`src/rtl/alu_cmd_issuer.sv`:
```
// alu_cmd_issuer: queues ALU commands, issues them to a combinational ALU, returns results in order.
// Optional stat counters are enabled with `define ALU_CMD_ISSUER_STATS_EN.
module alu_cmd_issuer #(
    parameter int DEPTH = 4
) (
    input  logic        clk,
    input  logic        rst,
    input  logic        cmd_valid,
    output logic        cmd_ready,
    input  logic [2:0]  cmd_opcode,
    input  logic [7:0]  cmd_a,
    input  logic [7:0]  cmd_b,
    output logic [7:0]  alu_a,
    output logic [7:0]  alu_b,
    output logic [2:0]  alu_opcode,
    input  logic [7:0]  alu_result,
    input  logic [15:0] alu_mulresult,
    input  logic        alu_carry,
    input  logic        alu_zero,
    output logic        rsp_valid,
    input  logic        rsp_ready,
    output logic [15:0] rsp_data,
    output logic [2:0]  rsp_opcode,
    output logic        rsp_carry,
    output logic        rsp_zero,
`ifdef ALU_CMD_ISSUER_STATS_EN
    output logic [15:0] stat_rsp_cnt,
    output logic [7:0]  stat_dz_cnt,
`endif
    output logic        busy
);

    localparam int AW = $clog2(DEPTH);

    typedef enum logic [1:0] {
        IDLE = 2'd0,
        EXEC = 2'd1,
        RESP = 2'd2
    } state_t;

    state_t state_q, state_d;

    logic [2:0]  mem_op [DEPTH];
    logic [7:0]  mem_a  [DEPTH];
    logic [7:0]  mem_b  [DEPTH];
    logic [AW:0] wptr, rptr;
    logic        full, empty;
    logic        rdy_en;
    logic        push, pop;
    logic        capture, rsp_drop;

    assign empty = (wptr == rptr);
    assign full  = (wptr[AW] != rptr[AW]) &&
                   (wptr[AW-1:0] == rptr[AW-1:0]);

    // cmd_ready stays low while in reset and for no longer than one edge after
    assign cmd_ready = rdy_en && !full;
    assign push      = cmd_valid && cmd_ready;
    assign busy      = (state_q != IDLE) || !empty;

    // Enable acceptance on the first edge after reset release
    always_ff @(posedge clk or posedge rst) begin
        if (rst) rdy_en <= 1'b0;
        else     rdy_en <= 1'b1;
    end

    // Command storage; contents are don't-care until written
    always_ff @(posedge clk) begin
        if (push) begin
            mem_op[wptr[AW-1:0]] <= cmd_opcode;
            mem_a[wptr[AW-1:0]]  <= cmd_a;
            mem_b[wptr[AW-1:0]]  <= cmd_b;
        end
    end

    // FIFO pointers; the extra MSB separates full from empty
    always_ff @(posedge clk or posedge rst) begin
        if (rst) begin
            wptr <= '0;
            rptr <= '0;
        end else begin
            if (push) wptr <= wptr + 1'b1;
            if (pop)  rptr <= rptr + 1'b1;
        end
    end

    // Sequencer state register
    always_ff @(posedge clk or posedge rst) begin
        if (rst) state_q <= IDLE;
        else     state_q <= state_d;
    end

    // Next state: issue from head, let ALU settle, hold response until taken
    always_comb begin
        state_d  = state_q;
        pop      = 1'b0;
        capture  = 1'b0;
        rsp_drop = 1'b0;
        case (state_q)
            IDLE: begin
                if (!empty) begin
                    pop     = 1'b1;
                    state_d = EXEC;
                end
            end
            EXEC: begin
                capture = 1'b1;
                state_d = RESP;
            end
            RESP: begin
                if (rsp_ready) begin
                    rsp_drop = 1'b1;
                    if (!empty) begin
                        pop     = 1'b1;
                        state_d = EXEC;
                    end else begin
                        state_d = IDLE;
                    end
                end
            end
            default: state_d = IDLE;
        endcase
    end

    // ALU operand registers; they keep the last issued command between issues
    always_ff @(posedge clk or posedge rst) begin
        if (rst) begin
            alu_a      <= '0;
            alu_b      <= '0;
            alu_opcode <= '0;
        end else if (pop) begin
            alu_a      <= mem_a[rptr[AW-1:0]];
            alu_b      <= mem_b[rptr[AW-1:0]];
            alu_opcode <= mem_op[rptr[AW-1:0]];
        end
    end

    // Response registers: capture settled ALU outputs, hold until handshake
    always_ff @(posedge clk or posedge rst) begin
        if (rst) begin
            rsp_valid  <= 1'b0;
            rsp_data   <= '0;
            rsp_opcode <= '0;
            rsp_carry  <= 1'b0;
            rsp_zero   <= 1'b0;
        end else if (capture) begin
            rsp_valid  <= 1'b1;
            rsp_data   <= (alu_opcode == 3'b010) ? alu_mulresult
                                                 : {8'h00, alu_result};
            rsp_opcode <= alu_opcode;
            rsp_carry  <= alu_carry;
            rsp_zero   <= alu_zero;
        end else if (rsp_drop) begin
            rsp_valid  <= 1'b0;
        end
    end

`ifdef ALU_CMD_ISSUER_STATS_EN
    // Handshake counter wraps; divide-by-zero counter saturates
    always_ff @(posedge clk or posedge rst) begin
        if (rst) begin
            stat_rsp_cnt <= '0;
            stat_dz_cnt  <= '0;
        end else begin
            if (rsp_valid && rsp_ready)
                stat_rsp_cnt <= stat_rsp_cnt + 16'd1;
            if (capture && alu_opcode == 3'b011 &&
                alu_b == 8'h00 && stat_dz_cnt != 8'hFF)
                stat_dz_cnt <= stat_dz_cnt + 8'd1;
        end
    end
`endif

endmodule

```
`config.mk`:
```
export PLATFORM = sky130hd
export DESIGN_NAME = alu_cmd_issuer
export DESIGN_NICKNAME = d
export VERILOG_FILES = /design/src/rtl/alu_cmd_issuer.sv
export SDC_FILE = /design/constraint.sdc
export NUM_CORES = 1
export LEC_CHECK = 0
export BUFFER_PORTS_ARGS = -buffer_cell sky130_fd_sc_hd__buf_4
export CORE_ASPECT_RATIO = 0.9
export CORE_MARGIN = 1
export CORE_UTILIZATION = 40
export DETAILED_ROUTE_END_ITERATION = 7
export GPL_ROUTABILITY_DRIVEN = 0
export HOLD_SLACK_MARGIN = 0.03
export PLACE_DENSITY = 0.58
export SYNTH_ARGS = -nofsm -noshare
export SYNTH_HDL_FRONTEND = slang
export SYNTH_SLANG_ARGS = --single-unit
```
`constraint.sdc`:
```
create_clock -name clk -period 3.1 [get_ports clk]
set_clock_uncertainty 0.15 [all_clocks]
set_input_delay 0.465 -clock clk [delete_from_list [all_inputs] [get_ports clk]]
set_output_delay 0.465 -clock clk [all_outputs]
set_load 0.03 [all_outputs]
```
* After elaboration in Yosys (flattened, before gate mapping)
Memory sizes are Yosys's and may differ from the RTL's. A register that Yosys moved wholly into a read port is not among the register bits. Cells that the tools add are included.
Word-level totals: logic and storage cells 47, memories 3, output and inout bits 43, flip-flop bits (word level) 31, memory bits (writable) 76, bits of input ports 49
Memories:
- mem_a | words 4, bits a word 8, rd ports 1, clocked after memory_dff 1, write ports 1, RTL line 44 | logic [7:0] mem_a [DEPTH];
- mem_b | words 4, bits a word 8, rd ports 1, clocked after memory_dff 1, write ports 1, RTL line 45 | logic [7:0] mem_b [DEPTH];
- mem_op | words 4, bits a word 3, rd ports 1, clocked after memory_dff 1, write ports 1, RTL line 43 | logic [2:0] mem_op [DEPTH];
Cells by class: multiplexer cells 15, equal/unequal tests 8, reductions and logical operators 10, add/subtract/negate cells 2
Operators by type and width (number):
- $mux 16 | 1
- $mux 1 | 10
- $add 3x1->3 const B | 2
- $pmux 2 s3 | 1
- $mux 2 | 2
- $ne 2x2->1 const B | 2
- $reduce_bool 2->1 | 2
- $eq 3x2->1 const B | 1
- $eq 3x3->1 | 1
- $logic_and 1x1->1 | 3
- $eq 2x1->1 const B | 1
- $eq 2x2->1 | 1
- $eq 2x2->1 const B | 1
- $logic_not 1->1 | 2
- $logic_not 2->1 | 1
- $pmux 1 s2 | 1
- $reduce_and 2->1 | 1
- $logic_or 1x1->1 | 1
- $ne 1x1->1 | 1

* Depth between registers and ports, before layout
depth after elaboration 7, gate-level depth with buffers 5, depth with buffers taken out 4

* Worst setup path after synthesis
OpenSTA, ideal clock, no wires.
kind reg-to-output, start point reg wptr[0], end point out cmd_ready, stages on the path, launching flop included 4, data required time 2485 ps, buffers on the path 0, arrival time 1454 ps, setup slack 1031 ps, path through dfrtp_1 > xnor2_1 > and2_1 > a21boi_0
Between the ends: longest elaborated chain between the ends 4
RTL lines:
- start: declaration | RTL line 46 | logic [AW:0] wptr, rptr;
- start signal: assignment | RTL line 82 | if (push) wptr <= wptr + 1'b1;
- $eq 2x2->1 | RTL line 54 | (wptr[AW-1:0] == rptr[AW-1:0]);
- $logic_and 1x1->1 | RTL line 53 | assign full = (wptr[AW] != rptr[AW]) &&
- $logic_not 1->1 | RTL line 57 | assign cmd_ready = rdy_en && !full;
- $logic_and 1x1->1 | RTL line 57
- end: declaration | RTL line 9 | output logic cmd_ready,
Every way passes these cells.

* Worst setup path in the final report
start point reg wptr[1], end point out cmd_ready
The elaborated chain is that of the path after synthesis.

==> key figures <==
Clock network
  • Worst skew pair latency: 0.41 ns
  • CTS Sinks: 126
  • Root buffer cell: clkbuf_16
  • Post-CTS Hold Fix Bufs: 0
  • CTS tree: done
  • Post CTS Setup Buffer Count: 0
  • Resized Gates After CTS: 0
  • Worst-path clk slew: 0.06 ns
  • Inserted Clock Buffers: 17
  • CTS H-tree depth: 4
  • Clock Path Buffers: 2

Die
  • Die Ht: 106 um
  • I/O pins: 92
  • Placement Rows: 37
  • Die area: 12,500 um2
  • Horiz. Die Dim: 118 um
  • Core area: 11,600 um2
  • Initial Util: 41.6%

Cells and area
  • Seq. cell area: 3530 um2
  • Syn-to-layout area delta: 32.8%
  • Antenna fix cells: 0
  • Share of cells above drive strength 1: 45.3%
  • Footprint of the multi-input gates: 1240 um2
  • Layout Nets: 432
  • Fill count: 925
  • Finished Layout Cells: 547

Global route
  • Grt ovf: 0
  • Overall routing resource usage: 15.8%
  • Number of global-route vias before repair: 2,761
  • Largest net degree at the start of global routing: 51
  • Initial antenna violation count: 0
  • First-pass GRT wire length: 14,700 um

Worst setup path
  • Worst-path fanout max: 4
  • Worst Setup End Kind: primary output
  • Worst path required time: 2.48 ns
  • CP Launch Type: flip-flop
  • Worst EP arrival: 1.63 ns
  • Crit Path Class: reg -> out
  • Register-to-register setup slack: 0.87 ns

Detailed routing
  • Via count: 2,638
  • # DRC: 0
  • Pre-antenna DRT Iters: 4
  • Final antenna-violating net count: 0
  • Via-to-Cell Ratio: 4.82
  • Routed length per placed instance: 16.2 um
  • Routed Wire Length: 8840 um
  • Met1 Wirelength: 3990 um
  • Met3 routed WL: 504 um
  • Iteration-0 DRC Markers: 118
  • Met2 Wirelength: 4230 um
  • Highest Signal Layer: met4

Yosys
  • Synth cell types: 25
  • Sequential cell area fraction in the yosys report: 73.1%
  • Ys Warns: 0
  • Mux cell area share after synthesis: 16.3%
  • Adder-Cell Fraction of Synth Area: 1.29%
  • Largest family of logic cells by synthesized area: multiplexers
  • Post-Synth Simple-Gate Area: 3.55%
  • Post-Synth XOR/XNOR Area: 1.45%
  • Syn_nets: 324
  • Number of synthesized register bits: 126
  • Average cell area after synthesis: 17.9 um2
  • Mapped Cells: 270
  • Post-synthesis compound-gate area fraction: 2.67%
  • Mapped Area: 4830 um2

Hold path
  • Hold Crit Class: in -> async

Power and ir drop
  • Leak: 2.54 nW
  • Total chip power: 0.00723 W
  • VDD IR max: 0.000654 V
  • Cell area power density: 1130 nW/um2

Run status
  • Status: completed

Timing
  • Highest clock rate: 0.446 GHz
  • RSZ-0062 raised after global routing: false
  • Final min period: 2.24 ns
  • PnR worst setup slack: 0.855 ns
  • Setup violators final: 0
  • Tcrit/Tclk final: 72.4%
  • Slew margin rel.: 18.9%
  • Setup TNS Final: 0 ns
  • Pins Over Slew Limit: 0
  • Final hold vios: 0
  • Least-Margin Pin Slew: 1.22 ns

Placed design
  • Port Buffers: 91
  • Setup WS pre-CTS: 0.854 ns
  • Placed cells: 515
  • Hpwl dp: 5470 um

Flow run
  • Max_cap viols: 0
## logic make-up (layout without fill, tap and decap cells)
group / count (synthesis) / after routing
DFF: 126 / 126
muxes: 52 / 52
other: 1 / 1
and+or+nand+nor: 39 / 39
AOI/OAI and AO/OA: 23 / 23
xor gates and xnor gates: 8 / 8
adders and majority gates: 5 / 5
buffers and inverters: 16 / 137
## layer usage
metal / vias up / GRT usage, %
li1: 1226 / -
met1: 1314 / 19.6
met2: 88 / 25.4
met3: 10 / 5.53
met4: 0 / 6.59
met5: - / 0
## worst paths after layout
check	endpoint	from	cells after the start
worst min register to register	rsp_data[8]	rsp_data[8]	2
max in group asynchronous	alu_a[0]	rst	3
worst max register to register	mem_a[0][3]	wptr[1]	4
worst min-delay path	rsp_carry	rst	3
worst max-delay path	cmd_ready	wptr[1]	4
min in group clk	mem_a[3][7]	cmd_a[7]	1
## worst max-delay path, stage by stage, from the launching register on
cell	delay [ns]
dfrtp_1	0.42
xnor2_1	0.31
and2_1	0.20
a21boi_0	0.10
buf_4	0.19
## registers in the layout, indices dropped and copies added (netlist names)
register,count
rdy_en,1
rsp_zero,1
state_q,2
rsp_valid,1
rsp_opcode,3
alu_opcode,3
alu_b,8
mem_op,12
alu_a,8
rsp_carry,1
rptr,3
rsp_data,16
wptr,3
mem_a,32
mem_b,32
## area by class of cell
cell class,instances,share of cell area (%)
Clock inverter,9,2.81
Tap cell,156,3.04
Sequential cell,126,55.1
Clock buffer,23,7.45
Inverter,4,0.234
Timing Repair Buffer,101,12.0
Multi-Input combinational cell,128,19.4
## synthesized netlist by cell type (all sizes together)
cell type | instances | area, um2
a21boi | 1 | 7.51
a21oi | 2 | 10.0
a311oi | 1 | 15.0
a31oi | 1 | 6.26
and2 | 5 | 31.3
buf | 6 | 35.0
clkbuf | 6 | 22.5
conb | 1 | 3.75
dfrtp | 50 | 1250
edfxtp | 76 | 2280
ha | 5 | 62.6
inv | 4 | 15.0
mux2 | 25 | 282
mux2i | 8 | 80.1
mux4 | 19 | 428
nand2 | 28 | 105
nand2b | 2 | 12.5
nand3 | 1 | 5.00
nor2 | 1 | 3.75
nor2b | 1 | 6.26
nor3b | 1 | 7.51
o21ai | 18 | 90.1
xnor2 | 5 | 43.8
xor2 | 3 | 26.3
## metrics by stage
stage | instance area, um2 | utilization [%] | hold slack, ns
global placement | 5760 | 49.5 | 0.318
global route | 6410 | 55.2 | 0.0960
finish | 6410 | 55.2 | 0.0993
floorplan | 4830 | - | 0.339
CTS | 6410 | 55.2 | 0.0960
detailed placement | 5760 | 49.5 | 0.323
## power by group
part	internal, W	switching (W)
combinational	0.00115	0.00140
sequential	0.00225	0.000238
clock	0.00149	0.000694
## cells in the final DEF, fill, tap and decap left out
master      synthesis  routed
a311oi_4            0       1
conb_1              1       1
edfxtp_1           76      76
nor2b_1             1       1
clkinv_2            0       1
nand3_1             1       1
nand2b_1            2       2
nand2_1            28      28
xor2_1              3       3
xnor2_1             5       5
clkinvlp_4          0       1
and2_1              5       5
clkbuf_1            6       3
ha_1                5       5
mux4_2             19      19
clkinv_4            0       1
mux2_2             25      25
mux2i_1             8       8
buf_12              0       1
nor3b_2             0       1
nor2_1              1       1
buf_4               2     100
o21ai_0            18      18
inv_2               0       1
clkbuf_16           0      17
a21boi_0            1       1
inv_6               0       1
inv_1               4       3
dfrtp_1            50      50
a31oi_1             1       1
clkbuf_8            0       3
a21oi_1             2       2
bufinv_16           0       5
No activity file was read; power rests on OpenSTA's default activity.
